### config.mk
export PLATFORM = sky130hd
export DESIGN_NAME = antares_count_leading
export DESIGN_NICKNAME = d
export VERILOG_FILES = /design/src/rtl/antares_count_leading_pkg.sv /design/src/rtl/antares_count_leading_chunk.sv /design/src/rtl/antares_count_leading.sv
export SDC_FILE = /design/constraint.sdc
export NUM_CORES = 1
export LEC_CHECK = 0
export CORE_ASPECT_RATIO = 1.4
export CORE_MARGIN = 2
export CORE_UTILIZATION = 53
export DETAILED_ROUTE_END_ITERATION = 7
export GPL_TIMING_DRIVEN = 0
export HOLD_SLACK_MARGIN = 0.08
export PLACE_DENSITY = 0.87
export RECOVER_POWER = 50
export SLEW_MARGIN = 20
export SYNTH_ARGS = -nofsm -noshare
export SYNTH_HDL_FRONTEND = slang
export SYNTH_SLANG_ARGS = --single-unit
### constraint.sdc
create_clock -name clk -period 3.1 [get_ports clk]
set_input_delay 0.31 -clock clk [delete_from_list [all_inputs] [get_ports clk]]
set_output_delay 0.31 -clock clk [all_outputs]
set_load 0.02 [all_outputs]
### src/rtl/antares_count_leading_pkg.sv
// Shared definitions for the CLZ/CLO unit: state encoding, datapath widths and
// the STEP_BITS legality check.
package antares_count_leading_pkg;

   localparam int unsigned CL_WIDTH = 32;
   localparam int unsigned CL_RES_W = 6;

   typedef enum logic [1:0] {
      CL_IDLE = 2'd0,
      CL_SCAN = 2'd1,
      CL_DONE = 2'd2
   } cl_state_t;

   function automatic logic cl_step_legal(input int unsigned step);
      return (step == 1) || (step == 2) || (step == 4) ||
             (step == 8) || (step == 16) || (step == 32);
   endfunction

endpackage

### src/rtl/antares_count_leading_chunk.sv
// antares_clz_chunk: combinational leading-zero count of one STEP_BITS-wide
// chunk (0..STEP_BITS) plus an all-zero flag.
module antares_clz_chunk
   import antares_count_leading_pkg::*;
#(
   parameter int unsigned STEP_BITS = 4
) (
   input  logic [STEP_BITS-1:0] i_chunk,
   output logic [CL_RES_W-1:0]  o_lz,
   output logic                 o_all_zero
);

   logic [STEP_BITS-1:0] w_tmp;
   logic [CL_RES_W-1:0]  w_lz;
   logic                 w_found;

   // Shift the chunk up so only the fixed MSB position is ever tested.
   always_comb begin
      w_tmp   = i_chunk;
      w_lz    = '0;
      w_found = 1'b0;
      for (int unsigned i = 0; i < STEP_BITS; i++) begin
         if (!w_found) begin
            if (w_tmp[STEP_BITS-1]) begin
               w_found = 1'b1;
            end else begin
               w_lz  = w_lz + CL_RES_W'(1);
               w_tmp = w_tmp << 1;
            end
         end
      end
   end

   assign o_lz       = w_lz;
   assign o_all_zero = ~|i_chunk;

endmodule

### src/rtl/antares_count_leading.sv
// Iterative CLZ/CLO unit: scans STEP_BITS per cycle from the MSB, exits early.
// Optional macro ANTARES_CLZ_ZERO_FASTPATH_EN sends all-zero operands straight to DONE.
module antares_count_leading
   import antares_count_leading_pkg::*;
#(
   parameter int unsigned STEP_BITS = 4
) (
   input  logic                clk,
   input  logic                rst,
   input  logic                cl_start,
   input  logic [31:0]         cl_input_data,
   input  logic                cl_count_ones,
   input  logic                cl_flush,
   output logic                cl_busy,
   output logic                cl_done,
   output logic [5:0]          cl_result
);

   if (!cl_step_legal(STEP_BITS)) begin : g_bad_step
      $fatal(1, "antares_count_leading: STEP_BITS must be 1, 2, 4, 8, 16 or 32");
   end

   localparam logic [CL_RES_W-1:0] LP_STEP = CL_RES_W'(STEP_BITS);
   localparam logic [CL_RES_W-1:0] LP_FULL = CL_RES_W'(CL_WIDTH);

   cl_state_t             r_state;
   logic [CL_WIDTH-1:0]   r_operand;
   logic [CL_RES_W-1:0]   r_count;
   logic                  r_done;
   logic [CL_RES_W-1:0]   r_result;

   logic [CL_WIDTH-1:0]   w_operand;
   logic [CL_RES_W-1:0]   w_chunk_lz;
   logic                  w_chunk_zero;
   logic [CL_RES_W-1:0]   w_count_step;
   logic [CL_RES_W-1:0]   w_count_lz;

   // CLO is handled by inverting the operand, so the datapath only counts zeros.
   assign w_operand    = cl_count_ones ? ~cl_input_data : cl_input_data;
   assign w_count_step = r_count + LP_STEP;
   assign w_count_lz   = r_count + w_chunk_lz;

   antares_clz_chunk #(
      .STEP_BITS (STEP_BITS)
   ) u_chunk (
      .i_chunk    (r_operand[CL_WIDTH-1 -: STEP_BITS]),
      .o_lz       (w_chunk_lz),
      .o_all_zero (w_chunk_zero)
   );

   always_ff @(posedge clk) begin
      if (rst) begin
         r_state   <= CL_IDLE;
         r_operand <= '0;
         r_count   <= '0;
         r_done    <= 1'b0;
         r_result  <= '0;
      end else begin
         r_done <= 1'b0;
         case (r_state)
            CL_IDLE: begin
               if (cl_start && !cl_flush) begin
                  r_operand <= w_operand;
`ifdef ANTARES_CLZ_ZERO_FASTPATH_EN
                  if (w_operand == '0) begin
                     r_count <= LP_FULL;
                     r_state <= CL_DONE;
                  end else begin
                     r_count <= '0;
                     r_state <= CL_SCAN;
                  end
`else
                  r_count <= '0;
                  r_state <= CL_SCAN;
`endif
               end
            end
            CL_SCAN: begin
               if (cl_flush) begin
                  r_state <= CL_IDLE;
               end else if (w_chunk_zero) begin
                  r_count   <= w_count_step;
                  r_operand <= r_operand << STEP_BITS;
                  if (w_count_step == LP_FULL) begin
                     r_state <= CL_DONE;
                  end
               end else begin
                  r_count <= w_count_lz;
                  r_state <= CL_DONE;
               end
            end
            CL_DONE: begin
               if (!cl_flush) begin
                  r_done   <= 1'b1;
                  r_result <= r_count;
               end
               r_state <= CL_IDLE;
            end
            default: r_state <= CL_IDLE;
         endcase
      end
   end

   assign cl_busy   = (r_state != CL_IDLE);
   assign cl_done   = r_done;
   assign cl_result = r_result;

endmodule
==> impl_metrics.env, run 1 <==
export IMPL_numCtsBuffers=5
export IMPL_nets=409
export IMPL_die_w_um=63.1
export IMPL_syn_nets=360
export IMPL_fill_cells=435
export IMPL_async_reset_ff_share_pct=0
export IMPL_globalplace_congestion=0.901
export IMPL_syn_area_um2=2590
export IMPL_final_common_cell="nand2_1"
export IMPL_num_rows=30
export IMPL_finalHoldViolCount=0
export IMPL_seq_area_frac_synth_pct=36.3
export IMPL_fmax_mhz=361
export IMPL_ys_seq_elements=47
export IMPL_clockBufferDepth=2
export IMPL_finalCriticalPeriod_ns=2.77
export IMPL_worstMarginPinSlew_ns=1.18
export IMPL_powerDensity_nw_per_um2=415
export IMPL_cts_tree="yes"
export IMPL_synth_cell_type_count=38
export IMPL_cp_slowest_cell="nor4_2"
export IMPL_grt_max_degree=13
export IMPL_io_buffers=42
export IMPL_drtIter0Drc=168
export IMPL_crit_chain="nor4_2, and2_1, ha_1, and3_1, a221o_1, mux2_1, a221o_1"
export IMPL_worstPathRequired_ns=3.29
export IMPL_rsz0062_at_grt="no"
export IMPL_antenna_cells=0
export IMPL_clkPwrFrac_pct=26.2
export IMPL_r2r_slack_ns=0.33
export IMPL_drv_slew=0
export IMPL_ir_drop_v=0.000301
export IMPL_clk_pin_slew_ns=0.08
export IMPL_hp_class="flop to flop"
export IMPL_skew_ns=0.00398
export IMPL_period_share_pct=89.3
export IMPL_seq_area_um2=941
export IMPL_via_per_inst=5.51
export IMPL_place_area_um2=3090
export IMPL_hpwl_um=4440
export IMPL_fp_dieH_um=86.8
export IMPL_netlist_instances=315
export IMPL_dr_pass1_iters=4
export IMPL_ant_nets=0
export IMPL_r2r_cells=7
export IMPL_drive_gt1_share_pct=3.86
export IMPL_hold_depth=2
export IMPL_drc=0
export IMPL_post_cts_repair_setup_buffers=0
export IMPL_cp_common_cell="a221o_1"
export IMPL_layout_common_cells="nand2_1 (65), dfxtp_1 (47), a21oi_1 (39)"
export IMPL_start_kind="flop"
export IMPL_setup_viol=0
export IMPL_timing_rr_end="r_count[5]"
export IMPL_cap_violations=0
export IMPL_synth_flop_cell="dfxtp_1"
export IMPL_track_usage_pct=22.7
export IMPL_antenna_found_initial=0
export IMPL_seq_power_share_pct=50.7
export IMPL_switchingPower_mw=0.373
export IMPL_io_pin_count=45
export IMPL_slew_headroom_pct=21.2
export IMPL_utilization_pct=65.9
export IMPL_internal_power_mw=0.931
export IMPL_switching_share_pct=28.6
export IMPL_area_growth_pct=21.1
export IMPL_start_util_pct=54.4
export IMPL_die_area_um2=5480
export IMPL_crit_arrival_ns=2.96
export IMPL_run_status="finished, final reports clean"
export IMPL_comb_power_share_pct=23.0
export IMPL_place_ws_ns=0.343
export IMPL_fin_hold_ws_ns=0.455
export IMPL_critPathMaxStageDelay_ns=0.73
export IMPL_hold_path_startpoint="r_operand[16]"
export IMPL_wl_per_cell_um=13.4
export IMPL_syn_avg_cell_area_um2=8.23
export IMPL_reg2reg_from="r_operand[31]"
export IMPL_via_count=2353
export IMPL_multi_input_area_um2=1500
export IMPL_routed_wl_um=5740
export IMPL_grt_pass1_vias=2202
export IMPL_leakagePower_nw=1.16
export IMPL_grt_pass1_wl_um=9940
export IMPL_synth_warnings=0
export IMPL_coreArea_um2=4770
export IMPL_fin_setup_tns_ns=0
export IMPL_ctsResizeCount=0
export IMPL_cts_sinks=47
export IMPL_ctsHoldBuffers=0
export IMPL_min_to="r_operand[16]"
export IMPL_crit_path_max_fanout=9
export IMPL_end_kind="flop"
export IMPL_insertion_delay_ns=0.29
export IMPL_synth_edf_count=0
export IMPL_grt_overflow=0
export IMPL_finalInstanceArea_um2=3140
export IMPL_crit_type="flop to flop"
export IMPL_h_tree_depth=2
export IMPL_setup_ws_ns=0.330
export IMPL_cts_root_buf="clkbuf_8"
-- cells by family (layout without fill, tap and decap cells) --
logic type | after synthesis | count (layout) | synth area share, %
simple gates | 107 | 107 | 18.3
other cells | 1 | 1 | 0.145
fa+ha+maj | 8 | 8 | 4.15
buf+inv | 27 | 75 | 5.21
mux | 7 | 7 | 2.75
compound gates | 82 | 82 | 21.0
flops | 47 | 47 | 36.3
xor+xnor | 36 | 36 | 12.2
-- critical path, delay by kind of cell, from the launching register on --
| kind | cells | cell delay (ns) |
|---|---|---|
| adder cells (fa/ha/maj) | 1 | 0.27 |
| AND/OR/NAND/NOR | 3 | 1.14 |
| AO/OA/AOI/OAI | 2 | 0.57 |
| multiplexers | 1 | 0.32 |
| flip-flops | 1 | 0.36 |
-- sequential cells by signal, summed over array words and instances (netlist names) --
signal / flops
cl_result: 6
r_count: 6
r_state: 2
r_operand: 32
cl_done: 1
-- cell type report --
cell class | instances | area share [%]
Sequential cell | 47 | 30.0
Inverter | 1 | 0.120
Multi-Input combinational cell | 241 | 47.7
Buffer | 26 | 3.94
Timing Repair Buffer | 42 | 13.4
Clock buffer | 6 | 2.31
Tap cell | 64 | 2.55
-- Yosys cell counts, types with 2 or more instances --
cell      number  area share [%]
nor3_1         4            0.77
and3_1         2            0.48
xnor2_1       31              10
a21oi_1       39             7.5
xor2_1         5             1.7
mux2i_1        6             2.3
o211ai_1      29             8.4
buf_2          3            0.58
and2_1         2            0.48
a221o_1        3             1.2
o21ai_0        3            0.58
a21o_1         2            0.58
nand2_1       65             9.4
nor3b_1        3            0.87
nand2b_1       2            0.48
ha_1           7             3.4
buf_6          4             1.7
clkbuf_1      19             2.8
nor2_1        15             2.2
nand3_1        7             1.4
dfxtp_1       47              36
-- power groups by stage --
| stage | combinational (mW) | clock [mW] | sequential (mW) |
|---|---|---|---|
| 2_1_floorplan | 0.215 | 0 | 0.668 |
| 3_3_place_gp | 0.302 | 0 | 0.674 |
| 3_5_place_dp | 0.308 | 0 | 0.676 |
| 4_1_cts | 0.310 | 0.341 | 0.662 |
| 5_1_grt | 0.336 | 0.363 | 0.665 |
| 6_report | 0.301 | 0.342 | 0.662 |
-- worst max-delay path by stage --
stage | cells after the start | from | endpoint | slack, ns
3_5_place_dp | 7 | r_operand[31] | r_count[5] | 0.34
5_1_grt | 7 | r_operand[31] | r_count[5] | 0.15
3_3_place_gp | 7 | r_operand[31] | r_count[5] | 0.37
2_1_floorplan | 9 | r_operand[30] | r_count[5] | 0.61
6_report | 7 | r_operand[31] | r_count[5] | 0.33
4_1_cts | 7 | r_operand[31] | r_count[5] | 0.33
-- layer usage --
| metal | global-route usage [%] | share of wire, % | vias up |
|---|---|---|---|
| met5 | 0 | 0 | - |
| met4 | 9.90 | 2.6 | 0 |
| met3 | 3.90 | 3.4 | 10 |
| met2 | 42.3 | 54 | 58 |
| met1 | 25.2 | 40 | 1097 |
| li1 | - | - | 1188 |
-- per-stage QoR --
stage | total power, mW | cells
final | 1.30 | 427
after global routing | 1.36 | 427
after CTS | 1.31 | 427
after detailed placement | 0.984 | 421
after global placement | 0.976 | 421
after floorplan | 0.883 | 315
No activity file was read; power rests on OpenSTA's default activity.
==> run 2, diff against run 1 <==
clock period = 2.7 ns   (was 3.1 ns; I/O delays follow)
==> run 2 against run 1 <==
  * Flip-flop and latch count unchanged
  * Global-route usage unchanged
  * Die area unchanged
==> impl_metrics.env, run 2 (synthesis gave the netlist of run 1 again) <==
export IMPL_run_status="finished, final reports clean"
export IMPL_routed_wl_um=5760
export IMPL_path_delay_family="compound AO/OA/AOI/OAI gates"
export IMPL_io_buffers=42
export IMPL_period_share_pct=95.2
export IMPL_seq_area_um2=943
export IMPL_track_usage_pct=22.7
export IMPL_critPathMaxStageDelay_ns=0.39
export IMPL_via_per_inst=5.50
export IMPL_setup_viol=0
export IMPL_rsz0062_at_grt="no"
export IMPL_area_growth_pct=21.2
export IMPL_die_area_um2=5480
export IMPL_h_tree_depth=2
export IMPL_hpwl_um=4440
export IMPL_leakagePower_nw=1.16
export IMPL_drv_slew=0
export IMPL_post_cts_repair_setup_buffers=0
export IMPL_dr_pass1_iters=4
export IMPL_worstPathRequired_ns=2.89
export IMPL_place_area_um2=3090
export IMPL_drive_gt1_share_pct=4.13
export IMPL_grt_pass1_vias=2202
export IMPL_worstMarginPinSlew_ns=0.730
export IMPL_via_count=2350
export IMPL_layout_common_cells="nand2_1 (65), dfxtp_1 (45), a21oi_1 (38)"
export IMPL_cts_tree="yes"
export IMPL_slew_headroom_pct=51.3
export IMPL_crit_path_max_fanout=5
export IMPL_start_util_pct=54.4
export IMPL_multi_input_area_um2=1510
export IMPL_fmax_mhz=389
export IMPL_start_kind="flop"
export IMPL_timing_rr_end="r_count[5]"
export IMPL_fin_setup_tns_ns=0
export IMPL_r2r_cells=9
export IMPL_final_common_cell="nand2_1"
export IMPL_insertion_delay_ns=0.29
export IMPL_die_w_um=63.1
export IMPL_cap_violations=0
export IMPL_ir_drop_v=0.000346
export IMPL_largest_reg_flops=32
export IMPL_antenna_found_initial=0
export IMPL_finalCriticalPeriod_ns=2.57
export IMPL_finalHoldViolCount=0
export IMPL_cp_startpoint="r_operand[30]"
export IMPL_cp_slowest_cell="dfxtp_2"
export IMPL_drtIter0Drc=149
export IMPL_num_rows=30
export IMPL_hold_path_startpoint="r_operand[16]"
export IMPL_coreArea_um2=4770
export IMPL_antenna_cells=0
export IMPL_clockBufferDepth=2
export IMPL_wl_per_cell_um=13.5
export IMPL_numCtsBuffers=5
export IMPL_finalInstanceArea_um2=3140
export IMPL_clk_pin_slew_ns=0.08
export IMPL_powerDensity_nw_per_um2=477
export IMPL_grt_pass1_wl_um=9940
export IMPL_crit_chain="inv_1, a21oi_2, ha_1, o31a_1, ha_1, a21o_1, a221o_1, mux2_1, a221o_1"
export IMPL_end_kind="flop"
export IMPL_grt_overflow=0
export IMPL_globalplace_congestion=0.901
export IMPL_drc=0
export IMPL_io_pin_count=45
export IMPL_cts_sinks=47
export IMPL_grt_max_degree=13
export IMPL_top_register="r_operand"
export IMPL_worst_path_buf_inv=1
export IMPL_nets=409
export IMPL_ant_nets=0
export IMPL_reg2reg_from="r_operand[30]"
export IMPL_fill_cells=435
export IMPL_fp_dieH_um=86.8
export IMPL_skew_ns=0.00344
export IMPL_r2r_slack_ns=0.13
export IMPL_cts_root_buf="clkbuf_8"
export IMPL_hold_depth=2
export IMPL_crit_type="flop to flop"
export IMPL_crit_arrival_ns=2.76
export IMPL_hp_class="flop to flop"
export IMPL_min_to="r_operand[16]"
run 2: changes by cell type in the layout (fill, tap and decap cells not counted), moves of 2 or more:
| cell | delta |
|---|---|
| buf_6 | -2 |
| clkbuf_1 | +2 |
| dfxtp_1 | -2 |
| dfxtp_2 | +2 |
run 2: area by class of cell:
cell class,instances,area share (%)
buffer,26,3.46
sequential,47,30.0
inverter,1,0.119
timing repair buffer,42,13.4
tap,64,2.55
clock buffer,6,2.31
multi-input combinational,241,48.1
run 2: stage by stage:
| stage | power [mW] | instances | hold WS, ns | utilization, % | setup slack (ns) |
|---|---|---|---|---|---|
| final | 1.50 | 427 | 0.455 | 65.9 | 0.130 |
| after global routing | 1.57 | 427 | 0.473 | 65.9 | 0.00423 |
| after CTS | 1.51 | 427 | 0.456 | 66.6 | 0.00285 |
| after detailed placement | 1.13 | 421 | 0.445 | 64.9 | -0.0570 |
| after global placement | 1.12 | 421 | 0.438 | 64.9 | -0.0321 |
| after floorplan | 1.01 | 315 | 0.395 | - | 0.213 |
run 2: power breakdown:
part	switching, mW	internal [mW]
registers	0.0307	0.731
clock network	0.218	0.173
logic	0.181	0.165
run 2: timing repair:
action | 4_1_cts | 5_1_grt
endpoints found under the hold margin | 0 | 0
hold buffers | 0 | 0
pin swaps | 0 | 1
resized for setup | 1 | 3
cloned | 0 | 0
endpoints found under the setup margin | 1 | 1
run 2: how the worst max path moves through the flow:
stage	endpoint	depth (start not counted)
after floorplan	r_count[5]	9
after global placement	r_count[5]	7
after detailed placement	r_count[5]	7
after CTS	r_count[5]	9
after global routing	r_count[5]	9
final	r_count[5]	9
run 2: layer usage:
metal	wire length, um	GRT usage (%)	part of all wire [%]	vias to the layer above
li1	-	-	-	1185
met1	2340	25.0	41	1090
met2	3080	42.5	53	64
met3	195	3.90	3.4	11
met4	151	9.90	2.6	0
met5	0	0	0	-
run 2: tightest hold or removal path: stages (launching register included):
cell	delay, ns
dfxtp_1	0.32
nand2_1	0.05
a21oi_1	0.05
